==> src/rtl/ram_arbiter_pkg.sv <==
// Shared types for the RAM arbiter: RAM handshake status, word type, FSM states
// and the index-width helper used by the top level and the picker.
package ram_arbiter_pkg;

    typedef enum logic [1:0] {
        FREE   = 2'd0,
        BUSY   = 2'd1,
        ACCESS = 2'd2,
        ERROR  = 2'd3
    } ramstate_t;

    localparam int WORD_W_DEFAULT = 32;
    typedef logic [WORD_W_DEFAULT-1:0] word_t;

    typedef enum logic {
        IDLE  = 1'b0,
        OWNED = 1'b1
    } arb_state_t;

    // A single channel still needs a one-bit index so the registers stay legal.
    function automatic int idx_w(input int n);
        return (n > 1) ? $clog2(n) : 1;
    endfunction

endpackage

==> src/rtl/ram_arbiter_if.sv <==
// Requester channels, RAM port and flush/halt signals of the RAM arbiter.
// master = CPUs plus RAM side (environment), slave = the arbiter itself.
interface ram_arbiter_if #(
    parameter int CPUS   = 2,
    parameter int WORD_W = 32
);
    import ram_arbiter_pkg::*;

    logic [CPUS-1:0]             dREN;
    logic [CPUS-1:0]             dWEN;
    logic [CPUS-1:0][WORD_W-1:0] daddr;
    logic [CPUS-1:0][WORD_W-1:0] dstore;
    logic [CPUS-1:0]             dwait;
    logic [WORD_W-1:0]           dload;
    logic [CPUS-1:0]             derr;
    logic [CPUS-1:0]             flushed;
    logic                        halt;
    logic [WORD_W-1:0]           ramaddr;
    logic [WORD_W-1:0]           ramstore;
    logic                        ramREN;
    logic                        ramWEN;
    logic [WORD_W-1:0]           ramload;
    ramstate_t                   ramstate;

    modport master (
        output dREN, dWEN, daddr, dstore, flushed, ramload, ramstate,
        input  dwait, dload, derr, halt, ramaddr, ramstore, ramREN, ramWEN
    );

    modport slave (
        input  dREN, dWEN, daddr, dstore, flushed, ramload, ramstate,
        output dwait, dload, derr, halt, ramaddr, ramstore, ramREN, ramWEN
    );

endinterface

==> src/rtl/ram_arbiter_rr_picker.sv <==
// Rotating-priority winner selection: the first requesting index at or after ptr,
// searched modulo N. Tying ptr to zero turns it into lowest-index-wins.
module rr_picker
    import ram_arbiter_pkg::*;
#(
    parameter int N  = 2,
    parameter int IW = idx_w(N)
) (
    input  logic [N-1:0]  req,
    input  logic [IW-1:0] ptr,
    output logic          valid,
    output logic [IW-1:0] index
);
    logic [IW:0]   sum  [N];
    logic [IW-1:0] cand [N];
    logic          hit;

    // cand[k] is the channel examined k-th; ptr is always below N so one subtract wraps it.
    for (genvar gi = 0; gi < N; gi++) begin : g_cand
        assign sum[gi]  = {1'b0, ptr} + (IW+1)'(gi);
        assign cand[gi] = (sum[gi] >= (IW+1)'(N)) ? IW'(sum[gi] - (IW+1)'(N))
                                                  : sum[gi][IW-1:0];
    end

    always_comb begin
        index = '0;
        hit   = 1'b0;
        for (int k = 0; k < N; k++) begin
            for (int j = 0; j < N; j++) begin
                if (!hit && req[j] && (cand[k] == IW'(j))) begin
                    index = IW'(j);
                    hit   = 1'b1;
                end
            end
        end
    end

    assign valid = |req;

endmodule

==> src/rtl/ram_arbiter.sv <==
// Grants one of CPUS requester channels the single RAM port per transaction,
// fixed priority (MODE 0) or round-robin (MODE 1), plus a sticky all-flushed halt.
module ram_arbiter
    import ram_arbiter_pkg::*;
#(
    parameter int CPUS   = 2,
    parameter int MODE   = 1,
    parameter int WORD_W = 32
) (
    input logic          CLK,
    input logic          RST,
    ram_arbiter_if.slave bus
);
    localparam int IW = idx_w(CPUS);

    arb_state_t        state_reg, state_next;
    logic [IW-1:0]     owner_reg, owner_next;
    logic [IW-1:0]     ptr_reg, ptr_next;
    logic [IW-1:0]     pick_ptr, pick_index, owner_inc;
    logic              pick_valid;
    logic              halt_reg;
    logic [CPUS-1:0]   req, is_owner;
    logic              own_ren, own_wen, own_req;
    logic [WORD_W-1:0] own_addr, own_store;

    assign req      = bus.dREN | bus.dWEN;
    assign pick_ptr = (MODE == 0) ? '0 : ptr_reg;

    rr_picker #(.N(CPUS), .IW(IW)) u_picker (
        .req   (req),
        .ptr   (pick_ptr),
        .valid (pick_valid),
        .index (pick_index)
    );

    for (genvar gi = 0; gi < CPUS; gi++) begin : g_owner
        assign is_owner[gi] = (owner_reg == IW'(gi));
    end

    // Live view of the owner's request lines; the owner is never re-sampled mid-transaction.
    always_comb begin
        own_ren   = 1'b0;
        own_wen   = 1'b0;
        own_addr  = '0;
        own_store = '0;
        for (int j = 0; j < CPUS; j++) begin
            if (is_owner[j]) begin
                own_ren   = bus.dREN[j];
                own_wen   = bus.dWEN[j];
                own_addr  = bus.daddr[j];
                own_store = bus.dstore[j];
            end
        end
    end

    assign own_req   = own_ren | own_wen;
    assign owner_inc = (owner_reg == IW'(CPUS - 1)) ? '0 : owner_reg + IW'(1);

    always_comb begin
        state_next   = state_reg;
        owner_next   = owner_reg;
        ptr_next     = ptr_reg;
        bus.dwait    = req;
        bus.derr     = '0;
        bus.dload    = '0;
        bus.ramaddr  = '0;
        bus.ramstore = '0;
        bus.ramREN   = 1'b0;
        bus.ramWEN   = 1'b0;
        bus.halt     = halt_reg;

        if (state_reg == IDLE) begin
            if (pick_valid) begin
                state_next = OWNED;
                owner_next = pick_index;
            end
        end else begin
            bus.ramaddr  = own_addr;
            bus.ramstore = own_store;
            bus.ramWEN   = own_wen;
            bus.ramREN   = own_ren & ~own_wen;
            // An abandoned request releases the port without advancing fairness.
            if (!own_req) begin
                state_next = IDLE;
            end else if (bus.ramstate == ACCESS || bus.ramstate == ERROR) begin
                state_next = IDLE;
                bus.dwait  = req & ~is_owner;
                bus.dload  = bus.ramload;
                if (bus.ramstate == ERROR) begin
                    bus.derr = is_owner;
                end
                if (MODE == 1) begin
                    ptr_next = owner_inc;
                end
            end
        end

        // Outputs are forced quiet for the whole reset window, not just after the edge.
        if (RST) begin
            bus.dwait    = '0;
            bus.derr     = '0;
            bus.dload    = '0;
            bus.ramaddr  = '0;
            bus.ramstore = '0;
            bus.ramREN   = 1'b0;
            bus.ramWEN   = 1'b0;
            bus.halt     = 1'b0;
        end
    end

    always_ff @(posedge CLK or posedge RST) begin
        if (RST) begin
            state_reg <= IDLE;
            owner_reg <= '0;
            ptr_reg   <= '0;
            halt_reg  <= 1'b0;
        end else begin
            state_reg <= state_next;
            owner_reg <= owner_next;
            ptr_reg   <= ptr_next;
            if (&bus.flushed) begin
                halt_reg <= 1'b1;
            end
        end
    end

endmodule

==> src/flat_wrapper.sv <==
// flat-port wrapper written by rule: the top's interface ports become plain ports
module ram_arbiter_flat import ram_arbiter_pkg::*;
#(
    parameter int CPUS   = 2,
    parameter int MODE   = 1,
    parameter int WORD_W = 32
)
  (CLK, RST, bus_dREN, bus_dWEN, bus_daddr, bus_dstore, bus_flushed, bus_ramload, bus_ramstate, bus_dwait, bus_dload, bus_derr, bus_halt, bus_ramaddr, bus_ramstore, bus_ramREN, bus_ramWEN);
  ram_arbiter_if #(.CPUS(CPUS), .WORD_W(WORD_W)) bus_i ();
  input logic CLK;
  input logic RST;
  input wire logic [$bits(bus_i.dREN)-1:0] bus_dREN;
  input wire logic [$bits(bus_i.dWEN)-1:0] bus_dWEN;
  input wire logic [$bits(bus_i.daddr)-1:0] bus_daddr;
  input wire logic [$bits(bus_i.dstore)-1:0] bus_dstore;
  input wire logic [$bits(bus_i.flushed)-1:0] bus_flushed;
  input wire logic [$bits(bus_i.ramload)-1:0] bus_ramload;
  input wire logic [$bits(bus_i.ramstate)-1:0] bus_ramstate;
  output wire logic [$bits(bus_i.dwait)-1:0] bus_dwait;
  output wire logic [$bits(bus_i.dload)-1:0] bus_dload;
  output wire logic [$bits(bus_i.derr)-1:0] bus_derr;
  output wire logic [$bits(bus_i.halt)-1:0] bus_halt;
  output wire logic [$bits(bus_i.ramaddr)-1:0] bus_ramaddr;
  output wire logic [$bits(bus_i.ramstore)-1:0] bus_ramstore;
  output wire logic [$bits(bus_i.ramREN)-1:0] bus_ramREN;
  output wire logic [$bits(bus_i.ramWEN)-1:0] bus_ramWEN;
  assign bus_i.dREN = bus_dREN;
  assign bus_i.dWEN = bus_dWEN;
  assign bus_i.daddr = bus_daddr;
  assign bus_i.dstore = bus_dstore;
  assign bus_i.flushed = bus_flushed;
  assign bus_i.ramload = bus_ramload;
  assign bus_i.ramstate = bus_ramstate;
  assign bus_dwait = bus_i.dwait;
  assign bus_dload = bus_i.dload;
  assign bus_derr = bus_i.derr;
  assign bus_halt = bus_i.halt;
  assign bus_ramaddr = bus_i.ramaddr;
  assign bus_ramstore = bus_i.ramstore;
  assign bus_ramREN = bus_i.ramREN;
  assign bus_ramWEN = bus_i.ramWEN;
  ram_arbiter #(.CPUS(CPUS), .MODE(MODE), .WORD_W(WORD_W)) u_core (.CLK(CLK), .RST(RST), .bus(bus_i));
endmodule
==> config.mk <==
export PLATFORM = sky130hd
export DESIGN_NAME = ram_arbiter_flat
export DESIGN_NICKNAME = d
export VERILOG_FILES = /design/src/rtl/ram_arbiter_pkg.sv /design/src/rtl/ram_arbiter_if.sv /design/src/rtl/ram_arbiter_rr_picker.sv /design/src/rtl/ram_arbiter.sv /design/src/flat_wrapper.sv
export SDC_FILE = /design/constraint.sdc
export NUM_CORES = 1
export LEC_CHECK = 0
export BUFFER_PORTS_ARGS = -buffer_cell sky130_fd_sc_hd__buf_2
export CAP_MARGIN = 20
export CORE_AREA = 8 8 100 102
export DETAILED_ROUTE_END_ITERATION = 7
export DIE_AREA = 0 0 108 110
export PLACE_DENSITY = 0.63
export SYNTH_ARGS = -nofsm -noshare
export SYNTH_HDL_FRONTEND = slang
export SYNTH_HIERARCHICAL = 1
export SYNTH_SLANG_ARGS = --single-unit
==> constraint.sdc <==
create_clock -name CLK -period 2.4 [get_ports CLK]
set_input_delay 0.36 -clock CLK [delete_from_list [all_inputs] [get_ports CLK]]
set_output_delay 0.36 -clock CLK [all_outputs]
set_load 0.05 [all_outputs]
==> metrics.log, run 1 <==
INFO  metric outcome = finished clean
INFO  metric detailedRoute.firstIterationViolations = 115
INFO  metric rsz0062_at_grt = false
INFO  metric setup-tns-final = 0 ns
INFO  metric syn_nets = 386
INFO  metric ys.warnings.count = 6
INFO  metric synth_instances = 216
INFO  metric fp.coreArea = 8470 um2
INFO  metric timing.hold.worst.class = in -> async
INFO  metric area_of_the_multi_input_gates = 1280 um2
INFO  metric worstPathBufferInverterCount = 2
INFO  metric drive_above_1_share = 59.5%
INFO  metric grt_pass1_vias = 2,493
INFO  metric max_freq = 452 MHz
INFO  metric clk_root_buffer_cell = sky130_fd_sc_hd__clkbuf_8
INFO  metric clock_latency_on_the_worst_skew_pair = 0.22 ns
INFO  metric die_x = 108 um
INFO  metric timing.critical_path.to_type = primary output
INFO  metric ctsResizeCount = 0
INFO  metric cts_inserted_buffers = 3
INFO  metric buffer_ports.inserted = 272
INFO  metric cts.clk_slew.worst_paths = 0.03 ns
INFO  metric max-cap-violations = 0
INFO  metric cell_by_cell_trace_of_the_critical_path = nor3_1 -> a2111oi_4 -> buf_4 -> and2_1 -> buf_2
INFO  metric start_kind = flop
INFO  metric synth.cell_area = 1480 um2
INFO  metric syn_avg_cell_area = 6.84 um2
INFO  metric timing.critical_path.max_delay_family = simple AND/OR/NAND/NOR gates
INFO  metric numClockSinks = 4
INFO  metric ff_latch_area = 104 um2
INFO  metric setup_viol_count_final = 0
INFO  metric worst-endpoint-arrival = 1.85 ns
INFO  metric finalWirelength = 8360 um
INFO  metric finalClockSkew = 0.00534 ns
INFO  metric cts_hold_buf = 0
INFO  metric slew_headroom = 57.0%
INFO  metric drt_drc_violations_left = 0
INFO  metric gp_routability_congestion = 0.813
INFO  metric clock_tree.htree_level_count = 1
INFO  metric crit_path_class = reg -> out
INFO  metric grt_pass1_wl = 12,100 um
INFO  metric period_share = 92.1%
INFO  metric yosys_register_bits = 4
INFO  metric die_height = 110 um
INFO  metric synth_sequential_area_ratio = 6.77%
INFO  metric grt_util_all_layers = 12.1%
INFO  metric grt_antenna_before_repair = 0
INFO  metric hold_violations = 0
INFO  metric layout_fillers = 910
INFO  metric area_growth = 103%
INFO  metric insertedDiodeCount = 0
INFO  metric max-vdd-ir-drop = 0.000518 V
INFO  metric total_die_area = 11,900 um2
INFO  metric clock_tree.buffer_depth = 2
INFO  metric worst_pin_slew = 0.644 ns
INFO  metric tritoncts = built
INFO  metric cts_post_setup_buffers_inserted = 0
INFO  metric slowest_delay = 0.51 ns
INFO  metric start_util = 17.5%
INFO  metric timing.critical_path.fanout_max = 32
INFO  metric yosys.cell_types.count = 25
INFO  metric top_level_ports = 273
INFO  metric power_leakage = 2.01 nW
INFO  metric dr_total_vias = 2,443
INFO  metric period_minus_slack = 2.21 ns
INFO  metric grt_max_degree = 67
INFO  metric powerDensity = 972 nW/um2
INFO  metric route.antenna.remaining_nets = 0
INFO  metric final_core_utilization = 35.4%
INFO  metric required = 2.04 ns
INFO  metric dp_hpwl = 7330 um
INFO  metric slew_viol_final = 0
INFO  metric wl_per_cell = 14.2 um
INFO  metric row_count = 34
INFO  metric critPathSlowestCell = sky130_fd_sc_hd__dfrtp_4
INFO  metric globalRoute.totalOverflow = 0
INFO  metric drt-vias-per-instance = 4.16
INFO  metric fin_nets = 650
INFO  metric detailed_routing_iterations_pass_1 = 4
## per-layer routing
metal	routed length, um	track usage (%)
met1	3030	13.2
met4	75	2.48
met3	925	3.90
met2	4330	22.4
met5	0	0
## worst reg2reg max path: cells and delay by family (launching register included)
family | cells | cell delay (ns)
compound gates | 2 | 0.34
simple gates | 1 | 0.39
flops | 1 | 0.51
## worst paths after layout
check,start,end,slack (ns),cells past startpoint
max in group asynchronous,RST,u_core/owner_reg$_DFFE_PP0P_,2.12,2
min,RST,u_core/pick_ptr$_DFFE_PP0P_,0.08,2
min reg2reg,u_core/halt_reg$_DFFE_PP0P_,u_core/halt_reg$_DFFE_PP0P_,0.44,1
min in group CLK,bus_flushed[0],u_core/halt_reg$_DFFE_PP0P_,0.35,2
max,u_core/owner_reg$_DFFE_PP0P_,bus_dload[15],0.19,5
max reg2reg,u_core/owner_reg$_DFFE_PP0P_,u_core/state_reg$_DFF_PP0_,1.04,3
## power by group
part | leakage (nW) | internal [W] | switching, W
sequential | 0.0412 | 0.0000986 | 0.0000455
combinational | 1.95 | 0.000790 | 0.00183
clock | 0.0228 | 0.000113 | 0.0000355
total | 2.01 | 0.00100 | 0.00191
## area by class of cell
class	instances	share of cell area, %
tap	108	4.51
clock buffer	4	1.50
sequential	4	3.47
multi-input combinational	188	42.6
inverter	6	0.752
timing repair buffer	277	47.1
## cells in the mapped netlist, drive strengths merged
cell type | n | area (um2)
nor2 | 69 | 259
mux2i | 65 | 651
and2 | 32 | 200
buf | 15 | 70.1
inv | 6 | 22.5
dfrtp | 4 | 100
clkbuf | 3 | 11.3
nor3 | 3 | 15.0
nand2 | 2 | 7.51
nor2b | 2 | 12.5
o21ai | 2 | 10.0
a2111oi | 1 | 27.5
a21boi | 1 | 7.51
a21o | 1 | 7.51
a21oi | 1 | 5.00
a311oi | 1 | 8.76
a31o | 1 | 8.76
a31oi | 1 | 6.26
mux2 | 1 | 11.3
nand2b | 1 | 6.26
nand4 | 1 | 6.26
nor3b | 1 | 7.51
o32a | 1 | 10.0
or2 | 1 | 6.26
## cell usage in the layout, fill, tap and decap left out, drive strengths merged
cell     count
nand4        1
and2        32
a21oi        1
a2111oi      1
o32a         1
nor2        69
mux2         1
a31o         1
inv          6
clkbuf       4
o21ai        2
or2          1
a21boi       1
mux2i       65
buf        277
nor3         3
a311oi       1
a21o         1
nand2        2
dfrtp        4
a31oi        1
nor3b        1
nor2b        2
nand2b       1
## metrics by stage
step                cell area (um2)  power (W)  setup WS, ns  std cells  hold WS (ns)
floorplan                      1480    0.00219        0.0386        216         0.134
global placement               2950    0.00275         0.418        583         0.306
detailed placement             2950    0.00278         0.370        583         0.303
CTS                            2990    0.00294         0.212        587        0.0687
global route                   2990    0.00308         0.119        587        0.0999
finish                         2990    0.00291         0.190        587        0.0806
## logic make-up (layout without fill, tap and decap cells)
group / Yosys count / after routing / synth area share, %
DFF: 4 / 4 / 6.77
buffers and inverters: 24 / 287 / 7.03
muxes: 66 / 66 / 44.8
AOI/OAI and AO/OA: 10 / 10 / 6.18
and+or+nand+nor: 112 / 112 / 35.2
Power figures use the tool's default switching activity.
==> inputs of run 2 (changes only) <==
RECOVER_POWER = 100   (was unset)
==> run 2 against run 1 <==
Compared with the run above:
- maximum frequency shrank 0.36%
- setup slack worse by 0.0081 ns
- hold slack gained 0.013 ns
- register-to-register slack better by 0.03 ns
- critical path type unchanged
- cell count did not move
- power decreased by 0.13%
- clock power about the same
- core utilization shrank 0.15 points
- count of clock-buffer cells in the layout unchanged
- global-route usage did not move
- largest power group unchanged
- sequential share of layout area barely moved
- non-clock buffer count stayed put
==> metrics.log, run 2 (synthesis gave the netlist of run 1 again) <==
INFO  metric route.antenna.remaining_nets = 0
INFO  metric timing.hold.worst.class = in -> async
INFO  metric cts_post_setup_buffers_inserted = 0
INFO  metric timing.critical_path.max_delay_family = buffers and inverters
INFO  metric grt_max_degree = 67
INFO  metric tritoncts = built
INFO  metric place_worst_setup_slack = 0.370 ns
INFO  metric timing.critical_path.fanout_max = 66
INFO  metric drt-vias-per-instance = 4.14
INFO  metric cts_inserted_buffers = 3
INFO  metric timing.rr.start = u_core/owner_reg$_DFFE_PP0P_
INFO  metric drive_above_1_share = 57.8%
INFO  metric period_share = 92.4%
INFO  metric required = 2.04 ns
INFO  metric total_die_area = 11,900 um2
INFO  metric setup-tns-final = 0 ns
INFO  metric timing.hold.ws = 0.0932 ns
INFO  metric max-cap-violations = 0
INFO  metric dp_hpwl = 7330 um
INFO  metric buffer_ports.inserted = 272
INFO  metric detailedRoute.firstIterationViolations = 130
INFO  metric worst_setup_path_startpoint = u_core/state_reg$_DFF_PP0_
INFO  metric rsz0062_at_grt = false
INFO  metric finalWirelength = 8310 um
INFO  metric m1WireLength = 3030 um
INFO  metric grt_pass1_vias = 2,493
INFO  metric wl_per_cell = 14.2 um
INFO  metric slew_viol_final = 0
INFO  metric numClockSinks = 4
INFO  metric detailed_routing_iterations_pass_1 = 4
INFO  metric mostFrequentLayoutCell = sky130_fd_sc_hd__buf_2
INFO  metric met2RoutedLength = 4320 um
INFO  metric clock_latency_on_the_worst_skew_pair = 0.22 ns
INFO  metric start_kind = flop
INFO  metric drt_drc_violations_left = 0
INFO  metric clock_power_share = 5.1%
INFO  metric grt_pass1_wl = 12,100 um
INFO  metric setup_viol_count_final = 0
INFO  metric slowest_delay = 0.46 ns
INFO  metric globalRoute.totalOverflow = 0
INFO  metric power_leakage = 1.92 nW
INFO  metric clock_tree.htree_level_count = 1
INFO  metric dr_top_layer = met4
INFO  metric worstPathBufferInverterCount = 2
INFO  metric timing.critical_path.to_type = primary output
INFO  metric period_minus_slack = 2.22 ns
INFO  metric die_x = 108 um
INFO  metric cell_internal_power = 0.000988 W
INFO  metric grt_antenna_before_repair = 0
INFO  metric cts.clk_slew.worst_paths = 0.03 ns
INFO  metric power_switching_share = 66.0%
INFO  metric hold_violations = 0
INFO  metric cell_by_cell_trace_of_the_critical_path = nand2b_2 -> clkbuf_4 -> nor2_1 -> buf_2
INFO  metric dr_total_vias = 2,430
INFO  metric outcome = finished clean
INFO  metric max_freq = 451 MHz
INFO  metric layout_common_cells = sky130_fd_sc_hd__buf_2 (170), sky130_fd_sc_hd__clkbuf_2 (95), sky130_fd_sc_hd__nor2_1 (69)
INFO  metric die_height = 110 um
INFO  metric worst-endpoint-arrival = 1.86 ns
INFO  metric max-vdd-ir-drop = 0.000518 V
INFO  metric ctsResizeCount = 0
INFO  metric p_seq_share = 5.0%
INFO  metric setup_ws = 0.182 ns
INFO  metric start_util = 17.5%
INFO  metric clock_tree.buffer_depth = 2
INFO  metric grt_util_all_layers = 12.1%
INFO  metric cts_hold_buf = 0
INFO  metric area_growth = 102%
INFO  metric top_level_ports = 273
INFO  metric fin_nets = 650
INFO  metric placed_standard_cell_area = 2950 um2
INFO  metric final_core_utilization = 35.2%
INFO  metric gp_routability_congestion = 0.813
INFO  metric fp.coreArea = 8470 um2
INFO  metric row_count = 34
INFO  metric worst_pin_slew = 0.696 ns
INFO  metric clk_root_buffer_cell = sky130_fd_sc_hd__clkbuf_8
INFO  metric total_switching_power = 0.00192 W
INFO  metric crit_path_class = reg -> out
INFO  metric layout_fillers = 914
INFO  metric comb_power_share = 89.9%
INFO  metric stdcell_area = 2980 um2
INFO  metric powerDensity = 975 nW/um2
INFO  metric slew_headroom = 53.6%
INFO  metric insertedDiodeCount = 0
INFO  metric critPathSlowestCell = sky130_fd_sc_hd__dfrtp_1
INFO  metric finalClockSkew = 0.00525 ns
INFO  metric met3RoutedLength = 885 um
-- run 2: cell types whose count changed in the layout (fill, tap and decap cells not counted) --
cell / delta
sky130_fd_sc_hd__clkbuf_2: +95
sky130_fd_sc_hd__clkbuf_1: +8
sky130_fd_sc_hd__clkbuf_4: +1
sky130_fd_sc_hd__buf_4: -2
sky130_fd_sc_hd__buf_2: -102
-- run 2: power by group through the flow --
stage	clock network, W	registers (W)	logic (W)
2_1_floorplan	0	0.000119	0.00207
3_3_place_gp	0	0.000142	0.00261
3_5_place_dp	0	0.000144	0.00264
4_1_cts	0.000154	0.000143	0.00264
5_1_grt	0.000156	0.000150	0.00277
6_report	0.000149	0.000144	0.00261
-- run 2: through the flow --
stage | std cells | power (W)
4_1_cts | 587 | 0.00294
3_5_place_dp | 583 | 0.00278
2_1_floorplan | 216 | 0.00219
3_3_place_gp | 583 | 0.00275
5_1_grt | 587 | 0.00308
6_report | 587 | 0.00291
-- run 2: worst paths after layout --
| check | end | slack, ns | depth (start not counted) |
|---|---|---|---|
| worst max-delay path | bus_ramstore[0] | 0.18 | 4 |
| worst min-delay path | u_core/pick_ptr$_DFFE_PP0P_ | 0.09 | 2 |
| worst max register to register | u_core/state_reg$_DFF_PP0_ | 1.07 | 3 |
| worst min register to register | u_core/halt_reg$_DFFE_PP0P_ | 0.44 | 1 |
| max in group asynchronous | u_core/owner_reg$_DFFE_PP0P_ | 2.11 | 2 |
| min in group CLK | u_core/halt_reg$_DFFE_PP0P_ | 0.35 | 2 |
-- run 2: routing by layer --
layer  track usage [%]  vias to the layer above
met5                 0                        -
met4              2.48                        0
li1                  -                     1245
met2              22.4                      121
met1              13.2                     1056
met3              3.90                        8
-- run 2: final cells by class --
class | instances | area, um2 | share of cell area (%)
multi-input combinational | 188 | 1280 | 42.8
inverter | 6 | 22.5 | 0.755
tap | 108 | 135 | 4.53
clock buffer | 4 | 45.0 | 1.51
sequential | 4 | 104 | 3.48
timing repair buffer | 277 | 1400 | 46.9
==> inputs of run 3 (changes only) <==
==> constraint.sdc (replaced) <==
create_clock -name CLK -period 2.4 [get_ports CLK]
set_input_delay 0.12 -clock CLK [delete_from_list [all_inputs] [get_ports CLK]]
set_output_delay 0.12 -clock CLK [all_outputs]
set_load 0.05 [all_outputs]
==> run 3 against run 2 <==
Compared with the run above:
- register-to-register slack worse by 0.05 ns
- hold slack gained 0.017 ns
- sequential power decreased by 3%
- power is 1.7% lower
- flip-flop and latch count unchanged
- combinational power down 2%
- critical path depth increased by 3
- sequential share of layout area is essentially flat
- via count decreased by 1.6%
- design area is 1.3% lower
- clock skew decreased by 0.0012 ns
- cell count unchanged
- critical endpoint is now bus_dload[25]
- largest cell class unchanged
- largest power group unchanged
- highest routed layer unchanged
==> metrics.log, run 3 (synthesis gave the netlist of run 1 again) <==
INFO  metric slew_headroom = 58.5%
INFO  metric die_x = 108 um
INFO  metric max-cap-violations = 0
INFO  metric p_total = 0.00286 W
INFO  metric critical_path_depth = 7
INFO  metric grt_pass1_wl = 12,000 um
INFO  metric worst-endpoint-arrival = 2.09 ns
INFO  metric dr_top_layer = met4
INFO  metric period_minus_slack = 2.21 ns
INFO  metric worst_pin_slew = 0.624 ns
INFO  metric finalWirelength = 8250 um
INFO  metric timing.hold.worst_path_depth = 2
INFO  metric insertedDiodeCount = 0
INFO  metric slew_viol_final = 0
INFO  metric fp.coreArea = 8470 um2
INFO  metric dr_total_vias = 2,390
INFO  metric grt_pass1_vias = 2,529
INFO  metric finalClockSkew = 0.00404 ns
INFO  metric gp_routability_congestion = 0.785
INFO  metric clock_tree.buffer_depth = 2
INFO  metric timing.critical_path.fanout_max = 32
INFO  metric max_freq = 453 MHz
INFO  metric fin_nets = 650
INFO  metric worst_r2r_path_depth = 3
INFO  metric die_height = 110 um
INFO  metric critPathSlowestCell = sky130_fd_sc_hd__dlygate4sd3_1
INFO  metric required = 2.28 ns
INFO  metric grt_util_all_layers = 12.0%
INFO  metric layout_fillers = 926
INFO  metric area_growth = 99.1%
INFO  metric timing.hold.worst.class = in -> reg
INFO  metric setup_viol_count_final = 0
INFO  metric timing.critical_path.to_type = primary output
INFO  metric top_level_ports = 273
INFO  metric clock_latency_on_the_worst_skew_pair = 0.22 ns
INFO  metric met2RoutedLength = 4330 um
INFO  metric globalRoute.totalOverflow = 0
INFO  metric cts_inserted_buffers = 3
INFO  metric detailed_routing_iterations_pass_1 = 4
INFO  metric drt-vias-per-instance = 4.07
INFO  metric grt_antenna_before_repair = 0
INFO  metric final_core_utilization = 34.7%
INFO  metric drive_above_1_share = 50.5%
INFO  metric start_util = 17.5%
INFO  metric ff_latch_area = 104 um2
INFO  metric detailedRoute.firstIterationViolations = 104
INFO  metric met3RoutedLength = 813 um
INFO  metric grt_max_degree = 73
INFO  metric clk_root_buffer_cell = sky130_fd_sc_hd__clkbuf_8
INFO  metric hold_violations = 0
INFO  metric setup-tns-final = 0 ns
INFO  metric outcome = finished clean
INFO  metric start_kind = input port
INFO  metric drt_drc_violations_left = 0
INFO  metric m1WireLength = 3080 um
INFO  metric period_share = 92.0%
INFO  metric ctsResizeCount = 0
INFO  metric dp_hpwl = 7270 um
INFO  metric cts.clk_slew.worst_paths = 0.03 ns
INFO  metric powerDensity = 972 nW/um2
INFO  metric worstPathBufferInverterCount = 4
INFO  metric power_leakage = 1.80 nW
INFO  metric route.antenna.remaining_nets = 0
INFO  metric total_die_area = 11,900 um2
INFO  metric mostFrequentLayoutCell = sky130_fd_sc_hd__buf_2
INFO  metric slowest_delay = 0.53 ns
INFO  metric wl_per_cell = 14.1 um
INFO  metric tritoncts = built
INFO  metric buffer_ports.inserted = 272
INFO  metric rsz0062_at_grt = false
INFO  metric clock_tree.htree_level_count = 1
INFO  metric crit_path_class = in -> out
INFO  metric timing.critical_path.max_delay_family = buffers and inverters
INFO  metric numClockSinks = 4
INFO  metric layout_common_cells = sky130_fd_sc_hd__buf_2 (173), sky130_fd_sc_hd__nor2_1 (69), sky130_fd_sc_hd__mux2i_1 (65)
INFO  metric row_count = 34
INFO  metric area_of_the_multi_input_gates = 1280 um2
INFO  metric max-vdd-ir-drop = 0.000981 V
INFO  metric cell_by_cell_trace_of_the_critical_path = dlygate4sd3_1 -> clkbuf_1 -> nand2b_2 -> a2111oi_4 -> buf_4 -> and2_1 -> clkbuf_2
[run 3: cell count changes in the layout (fill, tap and decap cells not counted), sizes merged]
cell,previous run,this run
dlygate4sd3,0,1
clkbuf,108,104
buf,173,176
[run 3: power breakdown]
part / leakage [nW] / switching [W] / internal, W
combinational: 1.74 / 0.00183 / 0.000738
sequential: 0.0412 / 0.0000418 / 0.0000985
clock: 0.0228 / 0.0000385 / 0.000114
[run 3: final timing paths]
path | start | slack (ns) | to
setup / recovery | RST | 0.19 | bus_dload[25]
hold / removal | bus_flushed[1] | 0.11 | u_core/halt_reg$_DFFE_PP0P_
setup reg to reg | u_core/owner_reg$_DFFE_PP0P_ | 1.02 | u_core/state_reg$_DFF_PP0_
hold reg to reg | u_core/halt_reg$_DFFE_PP0P_ | 0.45 | u_core/halt_reg$_DFFE_PP0P_
max in group asynchronous | RST | 1.82 | u_core/owner_reg$_DFFE_PP0P_
min in group asynchronous | RST | 0.41 | u_core/halt_reg$_DFFE_PP0P_
[run 3: routing by layer]
metal / vias to the layer above / GRT usage [%]
met5: - / 0
met1: 1032 / 13.6
met2: 115 / 22.3
met3: 2 / 3.26
met4: 0 / 2.08
li1: 1241 / -
[run 3: worst reg2reg max path, cell delays in order (launching register included)]
cell and delay (ns):
sky130_fd_sc_hd__dfrtp_4 0.51, sky130_fd_sc_hd__nor3_1 0.40, sky130_fd_sc_hd__a21oi_1 0.08, sky130_fd_sc_hd__a31o_2 0.27
[run 3: cell type report]
cell class,instances,share of cell area (%)
Sequential cell,4,3.53
Tap cell,108,4.59
Clock buffer,4,1.53
Timing Repair Buffer,277,46.2
Inverter,6,0.766
Multi-Input combinational cell,188,43.4
[run 3: repair_timing]
item	in CTS	in global routing
endpoints found under the setup margin	0	0
endpoints found under the hold margin	4	0
setup buffers	0	0
hold buffers	1	0
[run 3: through the flow]
step                      setup slack (ns)  hold slack, ns  instance area [um2]  instances
after floorplan                      0.279          -0.106                 1480        216
after global placement               0.739          0.0696                 2940        582
after detailed placement             0.659          0.0653                 2940        582
after CTS                            0.216           0.107                 3000        587
after global routing                0.0665           0.110                 2940        587
final                                0.192           0.110                 2940        587
